**config.mk**
```make
export PLATFORM = sky130hd
export DESIGN_NAME = exe_pipe_ctrl_flat
export DESIGN_NICKNAME = d
export VERILOG_FILES = /design/src/rtl/exe_pipe_ctrl_if.sv /design/src/rtl/exe_pipe_ctrl.sv /design/src/flat_wrapper.sv
export SDC_FILE = /design/constraint.sdc
export NUM_CORES = 1
export LEC_CHECK = 0
export ABC_CLOCK_PERIOD_IN_PS = 5200
export CORE_MARGIN = 1
export CORE_UTILIZATION = 46
export CTS_CLUSTER_DIAMETER = 150
export CTS_CLUSTER_SIZE = 14
export DETAILED_ROUTE_END_ITERATION = 16
export HOLD_SLACK_MARGIN = 0.1
export PLACE_DENSITY = 0.85
export SYNTH_ARGS = -nofsm -noshare
export SYNTH_HDL_FRONTEND = slang
export SYNTH_SLANG_ARGS = --single-unit
```
**constraint.sdc**
```tcl
create_clock -name clk -period 5.2 [get_ports clk]
set_clock_uncertainty 0.2 [all_clocks]
set_input_delay 1.56 -clock clk [delete_from_list [all_inputs] [get_ports clk]]
set_output_delay 1.56 -clock clk [all_outputs]
set_load 0.005 [all_outputs]
```
**src/rtl/exe_pipe_ctrl_if.sv**
```systemverilog
// Execute-stage sequencing bus: hazard inputs from ID/EXE/LSU and the
// stall, flush and redirect controls returned to the pipeline.
interface exe_pipe_ctrl_if #(
  parameter int CNT_W = 16
);
  logic             id_valid;
  logic [4:0]       id_rs1;
  logic [4:0]       id_rs2;
  logic             id_uses_rs1;
  logic             id_uses_rs2;
  logic             ex_is_load;
  logic             ex_reg_write;
  logic [4:0]       ex_wr_addr;
  logic             ex_resolve_valid;
  logic             ex_taken;
  logic             ex_pred_taken;
  logic [31:0]      ex_pc;
  logic [31:0]      ex_target;
  logic             lsu_busy;
  logic             exe_wait;
  logic             id_stall;
  logic             flush_if;
  logic             flush_id;
  logic             redirect_valid;
  logic [31:0]      redirect_pc;
  logic [1:0]       state;
  logic [CNT_W-1:0] mispredict_cnt;

  // Pipeline side: presents hazard information, consumes controls
  modport master (
    output id_valid, id_rs1, id_rs2, id_uses_rs1, id_uses_rs2,
           ex_is_load, ex_reg_write, ex_wr_addr,
           ex_resolve_valid, ex_taken, ex_pred_taken, ex_pc, ex_target,
           lsu_busy,
    input  exe_wait, id_stall, flush_if, flush_id,
           redirect_valid, redirect_pc, state, mispredict_cnt
  );

  // Controller side
  modport slave (
    input  id_valid, id_rs1, id_rs2, id_uses_rs1, id_uses_rs2,
           ex_is_load, ex_reg_write, ex_wr_addr,
           ex_resolve_valid, ex_taken, ex_pred_taken, ex_pc, ex_target,
           lsu_busy,
    output exe_wait, id_stall, flush_if, flush_id,
           redirect_valid, redirect_pc, state, mispredict_cnt
  );
endinterface

```
**src/rtl/exe_pipe_ctrl.sv**
```systemverilog
// Execute-stage pipeline sequencing controller. Chooses between advance,
// hold (load-use or LSU busy) and flush (branch mispredict) every cycle.
// All outputs come straight from flops.
module exe_pipe_ctrl #(
  parameter int FLUSH_CYCLES = 2,
  parameter int CNT_W        = 16
) (
  input logic           clk,
  input logic           rstn,
  exe_pipe_ctrl_if.slave bus
);

  typedef enum logic [1:0] {
    RUN      = 2'd0,
    LU_STALL = 2'd1,
    FLUSH    = 2'd2,
    MEM_WAIT = 2'd3
  } state_t;

  localparam logic [2:0]       FLUSH_INIT = 3'(FLUSH_CYCLES);
  localparam logic [CNT_W-1:0] CNT_MAX    = '1;

  state_t           state_q, state_d;
  logic [2:0]       flush_cnt_q, flush_cnt_d;
  logic             exe_wait_q, exe_wait_d;
  logic             id_stall_q, id_stall_d;
  logic             flush_q, flush_d;
  logic             redirect_q, redirect_d;
  logic [31:0]      redirect_pc_q, redirect_pc_d;
  logic [CNT_W-1:0] cnt_q, cnt_d;

  logic             mispredict;
  logic             loaduse;
  logic             rs1_hit;
  logic             rs2_hit;
  logic [2:0]       flush_cnt_dec;

  // Hazard detection; a write to x0 never produces a dependency
  always_comb begin
    mispredict = bus.ex_resolve_valid & (bus.ex_taken != bus.ex_pred_taken);
    rs1_hit    = bus.id_uses_rs1 & (bus.id_rs1 == bus.ex_wr_addr);
    rs2_hit    = bus.id_uses_rs2 & (bus.id_rs2 == bus.ex_wr_addr);
    loaduse    = bus.id_valid & bus.ex_is_load & bus.ex_reg_write &
                 (bus.ex_wr_addr != 5'd0) & (rs1_hit | rs2_hit);
    flush_cnt_dec = flush_cnt_q - 3'd1;
  end

  // Next-state and next-output decision; strobes default low each cycle
  always_comb begin
    state_d       = state_q;
    flush_cnt_d   = flush_cnt_q;
    exe_wait_d    = 1'b0;
    id_stall_d    = 1'b0;
    flush_d       = 1'b0;
    redirect_d    = 1'b0;
    redirect_pc_d = redirect_pc_q;
    cnt_d         = cnt_q;
    unique case (state_q)
      RUN: begin
        if (mispredict) begin
          state_d       = FLUSH;
          redirect_d    = 1'b1;
          redirect_pc_d = bus.ex_taken ? bus.ex_target : bus.ex_pc + 32'd4;
          flush_cnt_d   = FLUSH_INIT;
          flush_d       = 1'b1;
          if (cnt_q != CNT_MAX) cnt_d = cnt_q + 1'b1;
        end else if (bus.lsu_busy) begin
          state_d    = MEM_WAIT;
          exe_wait_d = 1'b1;
          id_stall_d = 1'b1;
        end else if (loaduse) begin
          state_d    = LU_STALL;
          exe_wait_d = 1'b1;
          id_stall_d = 1'b1;
        end
      end
      LU_STALL: begin
        if (bus.lsu_busy) begin
          state_d    = MEM_WAIT;
          exe_wait_d = 1'b1;
          id_stall_d = 1'b1;
        end else begin
          state_d = RUN;
        end
      end
      FLUSH: begin
        flush_cnt_d = flush_cnt_dec;
        if (flush_cnt_dec == 3'd0) state_d = RUN;
        else                       flush_d = 1'b1;
      end
      MEM_WAIT: begin
        if (bus.lsu_busy) begin
          exe_wait_d = 1'b1;
          id_stall_d = 1'b1;
        end else begin
          state_d = RUN;
        end
      end
      default: state_d = RUN;
    endcase
  end

  // State and output registers with synchronous active-low reset
  always_ff @(posedge clk) begin
    if (!rstn) begin
      state_q       <= RUN;
      flush_cnt_q   <= 3'd0;
      exe_wait_q    <= 1'b0;
      id_stall_q    <= 1'b0;
      flush_q       <= 1'b0;
      redirect_q    <= 1'b0;
      redirect_pc_q <= 32'd0;
      cnt_q         <= '0;
    end else begin
      state_q       <= state_d;
      flush_cnt_q   <= flush_cnt_d;
      exe_wait_q    <= exe_wait_d;
      id_stall_q    <= id_stall_d;
      flush_q       <= flush_d;
      redirect_q    <= redirect_d;
      redirect_pc_q <= redirect_pc_d;
      cnt_q         <= cnt_d;
    end
  end

  assign bus.exe_wait       = exe_wait_q;
  assign bus.id_stall       = id_stall_q;
  assign bus.flush_if       = flush_q;
  assign bus.flush_id       = flush_q;
  assign bus.redirect_valid = redirect_q;
  assign bus.redirect_pc    = redirect_pc_q;
  assign bus.state          = state_q;
  assign bus.mispredict_cnt = cnt_q;

endmodule

```
**src/flat_wrapper.sv**
```systemverilog
// flat-port wrapper written by rule: the top's interface ports become plain ports
module exe_pipe_ctrl_flat 
#(
  parameter int FLUSH_CYCLES = 2,
  parameter int CNT_W        = 16
)
  (clk, rstn, bus_id_valid, bus_id_rs1, bus_id_rs2, bus_id_uses_rs1, bus_id_uses_rs2, bus_ex_is_load, bus_ex_reg_write, bus_ex_wr_addr, bus_ex_resolve_valid, bus_ex_taken, bus_ex_pred_taken, bus_ex_pc, bus_ex_target, bus_lsu_busy, bus_exe_wait, bus_id_stall, bus_flush_if, bus_flush_id, bus_redirect_valid, bus_redirect_pc, bus_state, bus_mispredict_cnt);
  exe_pipe_ctrl_if #(.CNT_W(CNT_W)) bus_i ();
  input logic clk;
  input logic rstn;
  input wire logic [$bits(bus_i.id_valid)-1:0] bus_id_valid;
  input wire logic [$bits(bus_i.id_rs1)-1:0] bus_id_rs1;
  input wire logic [$bits(bus_i.id_rs2)-1:0] bus_id_rs2;
  input wire logic [$bits(bus_i.id_uses_rs1)-1:0] bus_id_uses_rs1;
  input wire logic [$bits(bus_i.id_uses_rs2)-1:0] bus_id_uses_rs2;
  input wire logic [$bits(bus_i.ex_is_load)-1:0] bus_ex_is_load;
  input wire logic [$bits(bus_i.ex_reg_write)-1:0] bus_ex_reg_write;
  input wire logic [$bits(bus_i.ex_wr_addr)-1:0] bus_ex_wr_addr;
  input wire logic [$bits(bus_i.ex_resolve_valid)-1:0] bus_ex_resolve_valid;
  input wire logic [$bits(bus_i.ex_taken)-1:0] bus_ex_taken;
  input wire logic [$bits(bus_i.ex_pred_taken)-1:0] bus_ex_pred_taken;
  input wire logic [$bits(bus_i.ex_pc)-1:0] bus_ex_pc;
  input wire logic [$bits(bus_i.ex_target)-1:0] bus_ex_target;
  input wire logic [$bits(bus_i.lsu_busy)-1:0] bus_lsu_busy;
  output wire logic [$bits(bus_i.exe_wait)-1:0] bus_exe_wait;
  output wire logic [$bits(bus_i.id_stall)-1:0] bus_id_stall;
  output wire logic [$bits(bus_i.flush_if)-1:0] bus_flush_if;
  output wire logic [$bits(bus_i.flush_id)-1:0] bus_flush_id;
  output wire logic [$bits(bus_i.redirect_valid)-1:0] bus_redirect_valid;
  output wire logic [$bits(bus_i.redirect_pc)-1:0] bus_redirect_pc;
  output wire logic [$bits(bus_i.state)-1:0] bus_state;
  output wire logic [$bits(bus_i.mispredict_cnt)-1:0] bus_mispredict_cnt;
  assign bus_i.id_valid = bus_id_valid;
  assign bus_i.id_rs1 = bus_id_rs1;
  assign bus_i.id_rs2 = bus_id_rs2;
  assign bus_i.id_uses_rs1 = bus_id_uses_rs1;
  assign bus_i.id_uses_rs2 = bus_id_uses_rs2;
  assign bus_i.ex_is_load = bus_ex_is_load;
  assign bus_i.ex_reg_write = bus_ex_reg_write;
  assign bus_i.ex_wr_addr = bus_ex_wr_addr;
  assign bus_i.ex_resolve_valid = bus_ex_resolve_valid;
  assign bus_i.ex_taken = bus_ex_taken;
  assign bus_i.ex_pred_taken = bus_ex_pred_taken;
  assign bus_i.ex_pc = bus_ex_pc;
  assign bus_i.ex_target = bus_ex_target;
  assign bus_i.lsu_busy = bus_lsu_busy;
  assign bus_exe_wait = bus_i.exe_wait;
  assign bus_id_stall = bus_i.id_stall;
  assign bus_flush_if = bus_i.flush_if;
  assign bus_flush_id = bus_i.flush_id;
  assign bus_redirect_valid = bus_i.redirect_valid;
  assign bus_redirect_pc = bus_i.redirect_pc;
  assign bus_state = bus_i.state;
  assign bus_mispredict_cnt = bus_i.mispredict_cnt;
  exe_pipe_ctrl #(.FLUSH_CYCLES(FLUSH_CYCLES), .CNT_W(CNT_W)) u_core (.clk(clk), .rstn(rstn), .bus(bus_i));
endmodule
```
**Word level (Yosys, flattened, before mapping)**

Index checks and enable logic that the tools add are counted.

- Bits of input ports: 90
- Logic and storage cells: 57
- Flip-flop bits (word level): 56

- Add/sub/neg operators: 3
- Equality and inequality tests: 11
- Bitwise logic cells: 8
- Reductions and logical operators: 10
- Multiplexer cells: 18

Operators by type and width:

| operator | number |
|---|---|
| adder 32 x 3 -> 32 bit, second input constant | 1 |
| 2-to-1 mux 32 bit | 1 |
| adder 16 x 1 -> 16 bit, second input constant | 1 |
| != test 16 bit, second input constant | 1 |
| 2-to-1 mux 2 bit | 6 |
| == test 5 bit | 2 |
| case mux 2 bit (4 select lines) | 1 |
| AND 1 bit | 7 |
| 2-to-1 mux 1 bit | 6 |
| case mux 3 bit (2 select lines) | 1 |
| AND reduction 2 bit | 3 |
| AND reduction 3 bit | 2 |
| nonzero test 5 bit | 1 |
| == test 2 bit, second input constant | 2 |
| != test 2 x 1 -> 1 bit, second input constant | 2 |
| != test 4 x 2 -> 1 bit, second input constant | 1 |
| case mux 1 bit (2 select lines) | 2 |
| logical NOT 3 bit | 1 |
| 2-to-1 mux 3 bit | 1 |
| subtractor 3 x 1 -> 3 bit, second input constant | 1 |
| == test 2 x 1 -> 1 bit, second input constant | 1 |
| logical NOT 2 bit | 1 |
| != test 2 bit, second input constant | 1 |
| nonzero test 2 bit | 1 |
| 3 further kinds | 3 |

**Depth between registers and ports, before layout**

- Depth in word-level cells: 8
- Mapped depth: 8
- Depth with buffers taken out: 6

**Worst setup path before layout**

OpenSTA, ideal clock, no wires.

- Kind: in2reg
- Start point: input port bus_ex_resolve_valid
- End point: register u_core.cnt_q[10], in the netlist u_core.bus.mispredict_cnt[10]
- Arrival time: 2,751 ps
- Slack: 2,134 ps
- Cell stages on the path: 6
- Data required time: 4,885 ps
- Buffers on the path: 1
- Setup time: 115 ps
- Path through: or3b_4 > nand2b_4 > buf_6 > nor4b_2 > xor2_1 > and2_1

- Word-level cells in the longest chain between the ends: 2

RTL lines:

| element | line | source |
|---|---|---|
| start, declared | flat_wrapper.sv:19 | `input wire logic [$bits(bus_i.ex_resolve_valid)-1:0] bus_ex_resolve_valid;` |
| AND 1 bit | exe_pipe_ctrl.sv:40 | `mispredict = bus.ex_resolve_valid & (bus.ex_taken != bus.ex_pred_taken);` |
| AND reduction 3 bit (no line) | -- |  |
| end signal, assigned | exe_pipe_ctrl.sv:122 | `cnt_q <= cnt_d;` |
| end, declared | exe_pipe_ctrl.sv:30 | `logic [CNT_W-1:0] cnt_q, cnt_d;` |

No other way between the ends.
A chain may end at the register's enable or synchronous reset.

**Worst setup path after layout**

- Start point: input port bus_ex_resolve_valid
- End point: register u_core.redirect_pc_q[17], in the netlist u_core.bus.redirect_pc[17]

- Word-level cells in the longest chain between the ends: 2

RTL lines:

| element | line | source |
|---|---|---|
| AND 1 bit | exe_pipe_ctrl.sv:40 |  |
| AND reduction 2 bit (no line) | -- |  |
| end signal, assigned | exe_pipe_ctrl.sv:121 | `redirect_pc_q <= redirect_pc_d;` |
| end, declared | exe_pipe_ctrl.sv:29 | `logic [31:0] redirect_pc_q, redirect_pc_d;` |

No other way between the ends.

==> results <==
- The max-cap check violation count is 0.
- The setup slack after placement is 1153 ps.
- The largest fanout on the critical path is 32.
- Setup repair after global routing left no endpoint under its margin.
- The ratio of routed vias to standard cells is 5.456.
- The number of hold-slack violations in the final timing report came to 0.
- The die covers 7663 um^2.
- At the end of the flow, the number of nets in the layout was 628.
- The area growth from synthesis to layout is 47.43%.
- CTS saw 56 sinks.
- The initial detailed-routing violation count is 122.
- In this run the number of H-tree levels came out at 2.
- No sink is reached through more buffers than the 2 on the longest clock path.
- The endpoint kind of the worst setup timing path is a register.
- The number of antenna violations at the first check in global routing is 0.
- During synthesis, Yosys emitted a total of 0 warnings.
- The count of cell types in the netlist is 56.
- The routability congestion estimate is 0.8311.
- By area the synthesized netlist is led by dfxtp_1 (33%), xor2_1 (8.1%), nand3_1 (6.7%), nand2_1 (5.9%), xnor2_1 (4.2%).
- The max-slew violation count is 0.
- The CTS clock-pin slew for the worst setup and hold paths is 100 ps.
- The peak supply drop is 128.3 uV.
- Summed over all nets, the switching power comes to 0.2712 mW.
- The number of cells on the worst reg-to-reg path is 5.
- After routing the design area is 4962 um^2.
- The number of clock buffers added by TritonCTS is 5.
- The core area is 6944 um^2.
- The via count is 3,443.
- The final HPWL from detailed placement is 7108 um.
- After technology mapping, the gate count stands at 402.
- The post-cts sizing count is 0.
- The minimum period implied by the final worst setup slack is 3724 ps.
- For this configuration, the core starts out at a cell density of 0.4847.
- The most used flip-flop cell after synthesis is dfxtp_1.
- The TritonCTS clock tree is yes.
- Including well taps, the total number of placed cells is 623.
- Port buffering added 144 buffers.
- The placed instances occupy a cell area of 4841 um^2.
- Of the total power, the share spent switching nets is 0.2649.
- The power density of the placed cells is 206.3 nW/um^2.
- The leakage power total is 1.849 nW.
- The total internal power is 0.7525 mW.
- The root buffer cell chosen for the clock tree is clkbuf_8.
- Of all flip-flops after synthesis, the portion carrying an async set or reset was 0.
- The number of global-route vias before repair came to 3,255.
- By count the netlist is led by dfxtp_1 (56), nand2_1 (53), nand3_1 (45).
- The number of flops mapped to enable cells by yosys is 0.
- The later-pin clock latency in the skew report is 320 ps.
- For the pin with the worst max-slew slack, the measured transition is 645.5 ps.
- The accumulated negative setup slack is 0 ps.
- The proportion of netlist area held by the largest area contributor is 0.3331.
- For this run, the total global-route usage over all layers was measured as 0.2522.
- The critical path in this run is classified as input port to register.
- The number of cell rows is 30.
- The y dimension of the die is 87.54 um.
- Traced cell by cell, the critical path runs through clkdlybuf4s50_1, or3b_4, nor2_4, buf_4, nand3_1, o221ai_1.
- The final critical-path setup slack is 1476 ps.
- In the final layout, the share of cells above drive strength 1 is 0.05234.
- The largest net degree at the start of global routing is 70.
- The routed wire length is 9522 um.
- The relative contribution of combinational cells to total power is 0.244.
- The floorplan step set the die width to 87.54 um.
- The final instance count without filler cells is 631.
- The repair_antennas step left the layout with diodes totalling 0.
- The I/O pin count is 145.
- The synthesized netlist occupies a cell area of 3366 um^2.
- The maximum clock frequency is 268.6 MHz.
- STA classifies the critical path startpoint as an input port.
- The wire length of the first global-routing pass is 15,340 um.
- The number of nets handed over by synthesis was 496.
- The sequential element share of the synthesized area is 0.3331.
- dfxtp_1 takes more of the synthesized area than any other cell.
- The mean routed wirelength per cell is 15.09 um.
- The share of power burned in registers is 0.457.
- The flow ran to the end, and the final reports show no timing, DRC or antenna violations.
- The total iterations of the first detailed-routing run is 4.
- The buffers inserted during post-CTS setup optimization is 0.
- The worst endpoint required time is 5240 ps.
- The number of buffers inserted by hold repair at cts is 0.
- The number of instances on the worst hold path is 2.
- Of the total power, the clock network draws 0.299.
- The detail route stage leaves a number of antenna-violating nets equal to 0.
- The flip-flop and latch count after synthesis is 56.
- The delay contributed by the slowest stage of the critical path is 510 ps.
- A synthesized cell averages 8.372 um^2.
- The global route total overflow is 0.
- The largest individual stage delay along the critical path comes from the cell clkdlybuf4s50_1.
- Data arrives at the worst endpoint at 3760 ps.
- The post-route fraction of the period consumed by the critical path is 0.7161.
- The dominant cell by count in the synthesized netlist is dfxtp_1.
- Setup violations remaining at the end of the flow were counted as 0.
- The tightest min-delay check is of the register to register type.
- The remaining max-slew budget at the tightest pin is 0.5697.
- The residual DRC count is 0.
-- per-layer routing --
layer,track usage,up-vias,share of wire
met1,0.3130,1608,0.42
met2,0.4425,112,0.50
met3,0.05844,8,0.065
li1,-,1715,-
met5,0,-,0
met4,0.06110,0,0.012
-- state kept, by name, summed over array words and instances (netlist names) --
signal and count:
u_core.bus.exe_wait 1, u_core.bus.flush_id 1, u_core.bus.mispredict_cnt 16, u_core.bus.redirect_pc 32, u_core.bus.redirect_valid 1, u_core.bus.state 2, u_core.flush_cnt_q 3
-- stage by stage --
stage	power, mW	util	hold WS [ps]
2_1_floorplan	0.5835	-	250.3
3_3_place_gp	0.7194	0.6971	246.6
3_5_place_dp	0.7264	0.6971	256.0
4_1_cts	1.029	0.7146	270.9
5_1_grt	1.071	0.7146	307.9
6_report	1.024	0.7146	274.2
-- critical path: cells and delay by family --
family          cells  cell delay (ps)
buf+inv             2              850
simple gates        3             1020
compound gates      1              320
-- cells by family (layout without fill, tap and decap cells) --
family | Yosys count | count (layout) | share of synthesized area
AO/OA/AOI/OAI | 71 | 71 | 0.1569
multiplexers | 9 | 9 | 0.02677
adder cells (fa/ha/maj) | 4 | 4 | 0.01487
AND/OR/NAND/NOR | 182 | 182 | 0.3045
XOR/XNOR | 47 | 47 | 0.1223
buffers and inverters | 33 | 166 | 0.04163
flip-flops | 56 | 56 | 0.3331
-- cell usage in the layout, fill, tap and decap left out, types with 4 or more instances in the layout --
master	synthesis	routed
nand4_1	13	13
a21oi_1	6	6
clkdlybuf4s50_1	0	142
inv_1	11	11
ha_1	4	4
nand2b_1	10	10
and2_1	15	15
o31ai_1	4	4
o21ai_0	12	12
dfxtp_1	56	56
clkbuf_8	0	6
xnor2_1	16	16
nand2_1	53	53
o211a_1	6	6
nor2_1	8	8
o2bb2ai_1	9	9
nand3_1	45	45
and3_1	5	5
mux2i_1	9	9
nor4_1	4	4
xor2_1	31	31
nor3_1	7	7
o211ai_1	13	13
-- path summary, 6_finish.rpt --
path                                                 from                         end  slack, ps
worst max-delay path                 bus_ex_resolve_valid  u_core.bus.redirect_pc[17]       1480
worst max register to register        u_core.bus.state[0]  u_core.bus.redirect_pc[17]       2810
worst min-delay path            u_core.bus.redirect_pc[4]   u_core.bus.redirect_pc[4]        270
worst min register to register  u_core.bus.redirect_pc[4]   u_core.bus.redirect_pc[4]        270
-- cell type report --
type	instances	area, um^2
multi-input cells	313	2105
fillers	564	1982
repair buffers	147	1454
flip-flops and latches	56	1121
well taps	96	120.1
clock buffers	6	82.58
inverters	11	41.29
clock inverters	2	38.79
-- power by group through the flow --
stage / Combinational, mW / Sequential, mW / Clock [mW]
after floorplan: 0.106 / 0.477 / 0
after global placement: 0.243 / 0.477 / 0
after detailed placement: 0.249 / 0.478 / 0
after CTS: 0.250 / 0.468 / 0.311
after global routing: 0.271 / 0.471 / 0.328
final: 0.250 / 0.468 / 0.306
Note: power is estimated with default switching activity, not from simulation.
==> variant 1: new RTL, same flow settings <==
`CNT_W` is set to 16 in 3 places; all go to 32.
--- a/src/rtl/exe_pipe_ctrl_if.sv
+++ b/src/rtl/exe_pipe_ctrl_if.sv
@@ -2,5 +2,5 @@
 // stall, flush and redirect controls returned to the pipeline.
 interface exe_pipe_ctrl_if #(
-  parameter int CNT_W = 16
+  parameter int CNT_W = 32
 );
   logic             id_valid;
--- a/src/rtl/exe_pipe_ctrl.sv
+++ b/src/rtl/exe_pipe_ctrl.sv
@@ -4,5 +4,5 @@
 module exe_pipe_ctrl #(
   parameter int FLUSH_CYCLES = 2,
-  parameter int CNT_W        = 16
+  parameter int CNT_W        = 32
 ) (
   input logic           clk,
--- a/src/flat_wrapper.sv
+++ b/src/flat_wrapper.sv
@@ -3,5 +3,5 @@
 #(
   parameter int FLUSH_CYCLES = 2,
-  parameter int CNT_W        = 16
+  parameter int CNT_W        = 32
 )
   (clk, rstn, bus_id_valid, bus_id_rs1, bus_id_rs2, bus_id_uses_rs1, bus_id_uses_rs2, bus_ex_is_load, bus_ex_reg_write, bus_ex_wr_addr, bus_ex_resolve_valid, bus_ex_taken, bus_ex_pred_taken, bus_ex_pc, bus_ex_target, bus_lsu_busy, bus_exe_wait, bus_id_stall, bus_flush_if, bus_flush_id, bus_redirect_valid, bus_redirect_pc, bus_state, bus_mispredict_cnt);
Interface: changed (resized bus_mispredict_cnt); port bits go from 145 to 161. The function was not compared with the original's and may differ.
==> variant 1 against the unedited design <==
Wire length is 34% higher. Setup slack worse by 0.18 ns. Critical path depth unchanged. Total power rose by 35%. Design area grew 22%. Sequential cell count increased by 16. Synthesized area up 23%. Synthesized cell count is 28% higher. Largest cell class unchanged.
==> variant 1: results (changes against the unedited design) <==
{| class="wikitable"
! Metric !! Value
|-
| Result of the run || finished, final reports clean (unchanged)
|-
| Largest driver fanout on the critical path || 11 (was 32)
|-
| Worst min-delay path endpoint || u_core.bus.redirect_pc[12] (was u_core.bus.redirect_pc[4])
|-
| Internal power of the cells || 1.04 mW (was 0.753 mW)
|-
| Part of the Yosys area used for sequential elements || 34.7% (was 33.3%)
|-
| Dominant cells by area after synthesis || sky130_fd_sc_hd__dfxtp_1 35%, sky130_fd_sc_hd__xor2_1 5.9%, sky130_fd_sc_hd__nand3_1 4.8% (was sky130_fd_sc_hd__dfxtp_1 33%, sky130_fd_sc_hd__xor2_1 8.1%, sky130_fd_sc_hd__nand3_1 6.7%)
|-
| Depth of the most critical reg-to-reg path || 6 (was 5)
|-
| Post-synthesis xor/xnor area fraction || 8.65% (was 12.2%)
|-
| Final net count || 759 (was 628)
|-
| Filler Cell Count || 683 (was 564)
|-
| Transition time of the tightest slew-check pin || 0.753 ns (was 0.645 ns)
|-
| Multi-input gates || 399 (was 313)
|-
| Reg-to-reg endpoint || u_core.bus.mispredict_cnt[19] (was u_core.bus.redirect_pc[17])
|-
| GRT Resource Usage Total || 26.6% (was 25.2%)
|-
| Vias in the first global route || 4511 (was 3255)
|-
| Synthesized area per cell || 8.07 um^2 (was 8.37 um^2)
|-
| Origin of the worst min-delay path || u_core.bus.redirect_pc[12] (was u_core.bus.redirect_pc[4])
|-
| Met3 Wirelength || 1.01 mm (was 617 um)
|-
| Top cell types by occurrence after synthesis || 72 x sky130_fd_sc_hd__dfxtp_1, 42 x sky130_fd_sc_hd__nand2_1, 40 x sky130_fd_sc_hd__nand3_1, 36 x sky130_fd_sc_hd__a21oi_1, 31 x sky130_fd_sc_hd__nor2_1 (was 56 x sky130_fd_sc_hd__dfxtp_1, 53 x sky130_fd_sc_hd__nand2_1, 45 x sky130_fd_sc_hd__nand3_1, 31 x sky130_fd_sc_hd__xor2_1, 16 x sky130_fd_sc_hd__xnor2_1)
|-
| Number of buffers inserted during clock tree synthesis || 9 (was 5)
|-
| Total nets after synthesis || 608 (was 496)
|-
| Area used by sequential logic in the layout || 1440 um^2 (was 1120 um^2)
|-
| Clock buffers || 11 (was 6)
|-
| Inverters || 16 (was 11)
|-
| Buffers outside the clock class || 167 (was 147)
|-
| Compound-Gate Fraction of Synth Area || 17.1% (was 15.7%)
|-
| GR Layer Usage met2 || 47.8% (was 44.2%)
|-
| M1 GR Usage || 31.2% (was 31.3%)
|-
| Synth Area in Adders || 1.21% (was 1.49%)
|-
| Largest stage delay on the critical path || 0.76 ns (was 0.51 ns)
|-
| VDD IR max || 0.113 mV (was 0.128 mV)
|-
| Count of unique library cells instantiated by Yosys || 55 (was 56)
|-
| Power density over cell area || 229 nW/um^2 (was 206 nW/um^2)
|-
| Starting density of the core || 47.6% (was 48.5%)
|-
| Clock-cell share || 3.90% (was 2.45%)
|-
| Final estimated routing congestion in global placement || 0.946 (was 0.831)
|-
| Met2 wire length || 6.54 mm (was 4.81 mm)
|}
variant 1: worst max path at each step:
stage / endpoint / startpoint / cells past startpoint / slack, ns
detailed placement: u_core.bus.redirect_pc[24] / bus_ex_pc[5] / 6 / 1.00
global placement: u_core.bus.redirect_pc[26] / bus_ex_pc[5] / 6 / 1.09
finish: u_core.bus.redirect_pc[24] / bus_ex_pc[5] / 6 / 1.30
CTS: u_core.bus.redirect_pc[24] / bus_ex_pc[5] / 6 / 1.37
global route: u_core.bus.redirect_pc[26] / bus_ex_pc[6] / 6 / 1.22
floorplan: u_core.bus.redirect_pc[26] / bus_ex_pc[2] / 7 / 1.88
variant 1: stage by stage:
step	setup WS [ns]	area [um^2]	hold WS (ns)
after floorplan	1.88	4150	0.248
after global placement	1.09	5820	0.244
after detailed placement	1.00	5820	0.247
after CTS	1.37	6060	0.258
after global routing	1.22	6060	0.295
final	1.30	6060	0.257
==> variant 2: new RTL, config.mk and constraints unchanged <==
Without the edit above. Make the reset (`rstn`) asynchronous in one clocked block. Comments in the files are not updated.
--- a/src/rtl/exe_pipe_ctrl.sv
+++ b/src/rtl/exe_pipe_ctrl.sv
@@ -102,5 +102,5 @@
 
   // State and output registers with synchronous active-low reset
-  always_ff @(posedge clk) begin
+  always_ff @(posedge clk or negedge rstn) begin
     if (!rstn) begin
       state_q       <= RUN;
Check against the original RTL: differs if rstn is asserted again (counterexample within 4 cycles, from zero or initial values and one cycle with rstn low); with rstn held inactive, the same outputs for 10 cycles.
==> variant 2 against the unedited design <==
First-iteration DRC count fell by 16%. Design area fell by 3.0%. Synthesized area down 4.2%. Sequential cell count unchanged. Register-to-register slack worse by 0.24 ns. Critical path depth unchanged. Setup slack worse by 0.16 ns. Wire length shrank 9.3%.
Power is not compared: it rests on default switching activity, and its combinational part moved more than twofold at a synthesized area within 25%.
==> variant 2: results (changes against the unedited design) <==
{| class="wikitable"
! Metric !! Value
|-
| Total nets after synthesis || 452 (was 496)
|-
| HPWL Detailed || 6.46 mm (was 7.11 mm)
|-
| Count of unique library cells instantiated by Yosys || 43 (was 56)
|-
| Largest stage delay on the critical path || 0.47 ns (was 0.51 ns)
|-
| Placed standard-cell area || 4720 um^2 (was 4840 um^2)
|-
| Most common cell in the synthesized netlist || sky130_fd_sc_hd__dfrtp_1 (was sky130_fd_sc_hd__dfxtp_1)
|-
| Post-Route WL || 8.64 mm (was 9.52 mm)
|-
| Worst min-delay path endpoint || u_core.bus.redirect_pc[21] (was u_core.bus.redirect_pc[4])
|-
| Part of the Yosys area used for sequential elements || 43.5% (was 33.3%)
|-
| Vias in the first global route || 3023 (was 3255)
|-
| GRT Resource Usage Total || 23.8% (was 25.2%)
|-
| Dominant cells by area after synthesis || sky130_fd_sc_hd__dfrtp_1 43%, sky130_fd_sc_hd__xor2_1 7.1%, sky130_fd_sc_hd__xnor2_1 6.8% (was sky130_fd_sc_hd__dfxtp_1 33%, sky130_fd_sc_hd__xor2_1 8.1%, sky130_fd_sc_hd__nand3_1 6.7%)
|-
| Fraction of registers with async set or reset after synthesis || 100% (was 0%)
|-
| Share of cells above drive strength 1 || 5.06% (was 5.23%)
|-
| Largest net degree at the start of global routing || 57 (was 70)
|-
| Floorplan die area || 7350 um^2 (was 7660 um^2)
|-
| Result of the run || finished, final reports clean (unchanged)
|-
| Flop-to-flop setup slack || 2.57 ns (was 2.81 ns)
|-
| Reg-to-reg endpoint || u_core.bus.redirect_pc[24] (was u_core.bus.redirect_pc[17])
|-
| Origin of the worst min-delay path || u_core.bus.redirect_pc[21] (was u_core.bus.redirect_pc[4])
|-
| Final estimated routing congestion in global placement || 0.839 (was 0.831)
|-
| Vias per cell || 5.20 (was 5.46)
|-
| Number of DRC markers in iteration 0 || 103 (was 122)
|-
| Top cell types by occurrence after synthesis || 56 x sky130_fd_sc_hd__dfrtp_1, 33 x sky130_fd_sc_hd__nor2_1, 31 x sky130_fd_sc_hd__nand2_1, 28 x sky130_fd_sc_hd__a21oi_1 (was 56 x sky130_fd_sc_hd__dfxtp_1, 53 x sky130_fd_sc_hd__nand2_1, 45 x sky130_fd_sc_hd__nand3_1, 31 x sky130_fd_sc_hd__xor2_1, 16 x sky130_fd_sc_hd__xnor2_1)
|-
| Wire length of the first global-routing pass || 13.8 mm (was 15.3 mm)
|-
| Final net count || 587 (was 628)
|}
## variant 2: cells by family after synthesis
kind of cell,synth area share (%)
xor gates and xnor gates,14.4
DFF,43.5
buffers and inverters,3.65
AOI/OAI and AO/OA,13.6
muxes,0.932
and+or+nand+nor,22.4
adders and majority gates,1.55
## variant 2: final cells by class
| type | instances | area [um^2] | share of cell area, % |
|---|---|---|---|
| clock inverter | 3 | 23.8 | 0.494 |
| inverter | 6 | 22.5 | 0.468 |
| sequential | 56 | 1400 | 29.1 |
| multi-input combinational | 276 | 1710 | 35.5 |
| timing repair buffer | 148 | 1470 | 30.5 |
| clock buffer | 5 | 68.8 | 1.43 |
| tap | 96 | 120 | 2.50 |
## variant 2: per-stage QoR
| stage | cells | utilization (%) | setup slack [ns] | total power, mW | hold slack, ns |
|---|---|---|---|---|---|
| 2_1_floorplan | 358 | - | 1.97 | 0.984 | 0.270 |
| 3_3_place_gp | 582 | 69.5 | 1.05 | 1.42 | 0.262 |
| 3_5_place_dp | 582 | 69.5 | 0.964 | 1.44 | 0.270 |
| 4_1_cts | 590 | 70.8 | 1.31 | 1.69 | 0.293 |
| 5_1_grt | 590 | 70.8 | 1.08 | 1.79 | 0.301 |
| 6_report | 590 | 70.8 | 1.31 | 1.68 | 0.293 |
## variant 2: power by group through the flow
stage | Combinational [mW] | Clock [mW] | Sequential, mW
finish | 0.727 | 0.245 | 0.709
global route | 0.796 | 0.264 | 0.728
floorplan | 0.273 | 0 | 0.712
CTS | 0.733 | 0.245 | 0.708
global placement | 0.709 | 0 | 0.714
detailed placement | 0.730 | 0 | 0.714
## variant 2: metal layers
metal  GRT usage, %  share of wire, %  up-vias
met5              0                 0        -
met4           5.15               1.2        0
met3           5.29               6.8       11
met2           41.9                49      114
met1           30.0                43     1421
li1               -                 -     1522
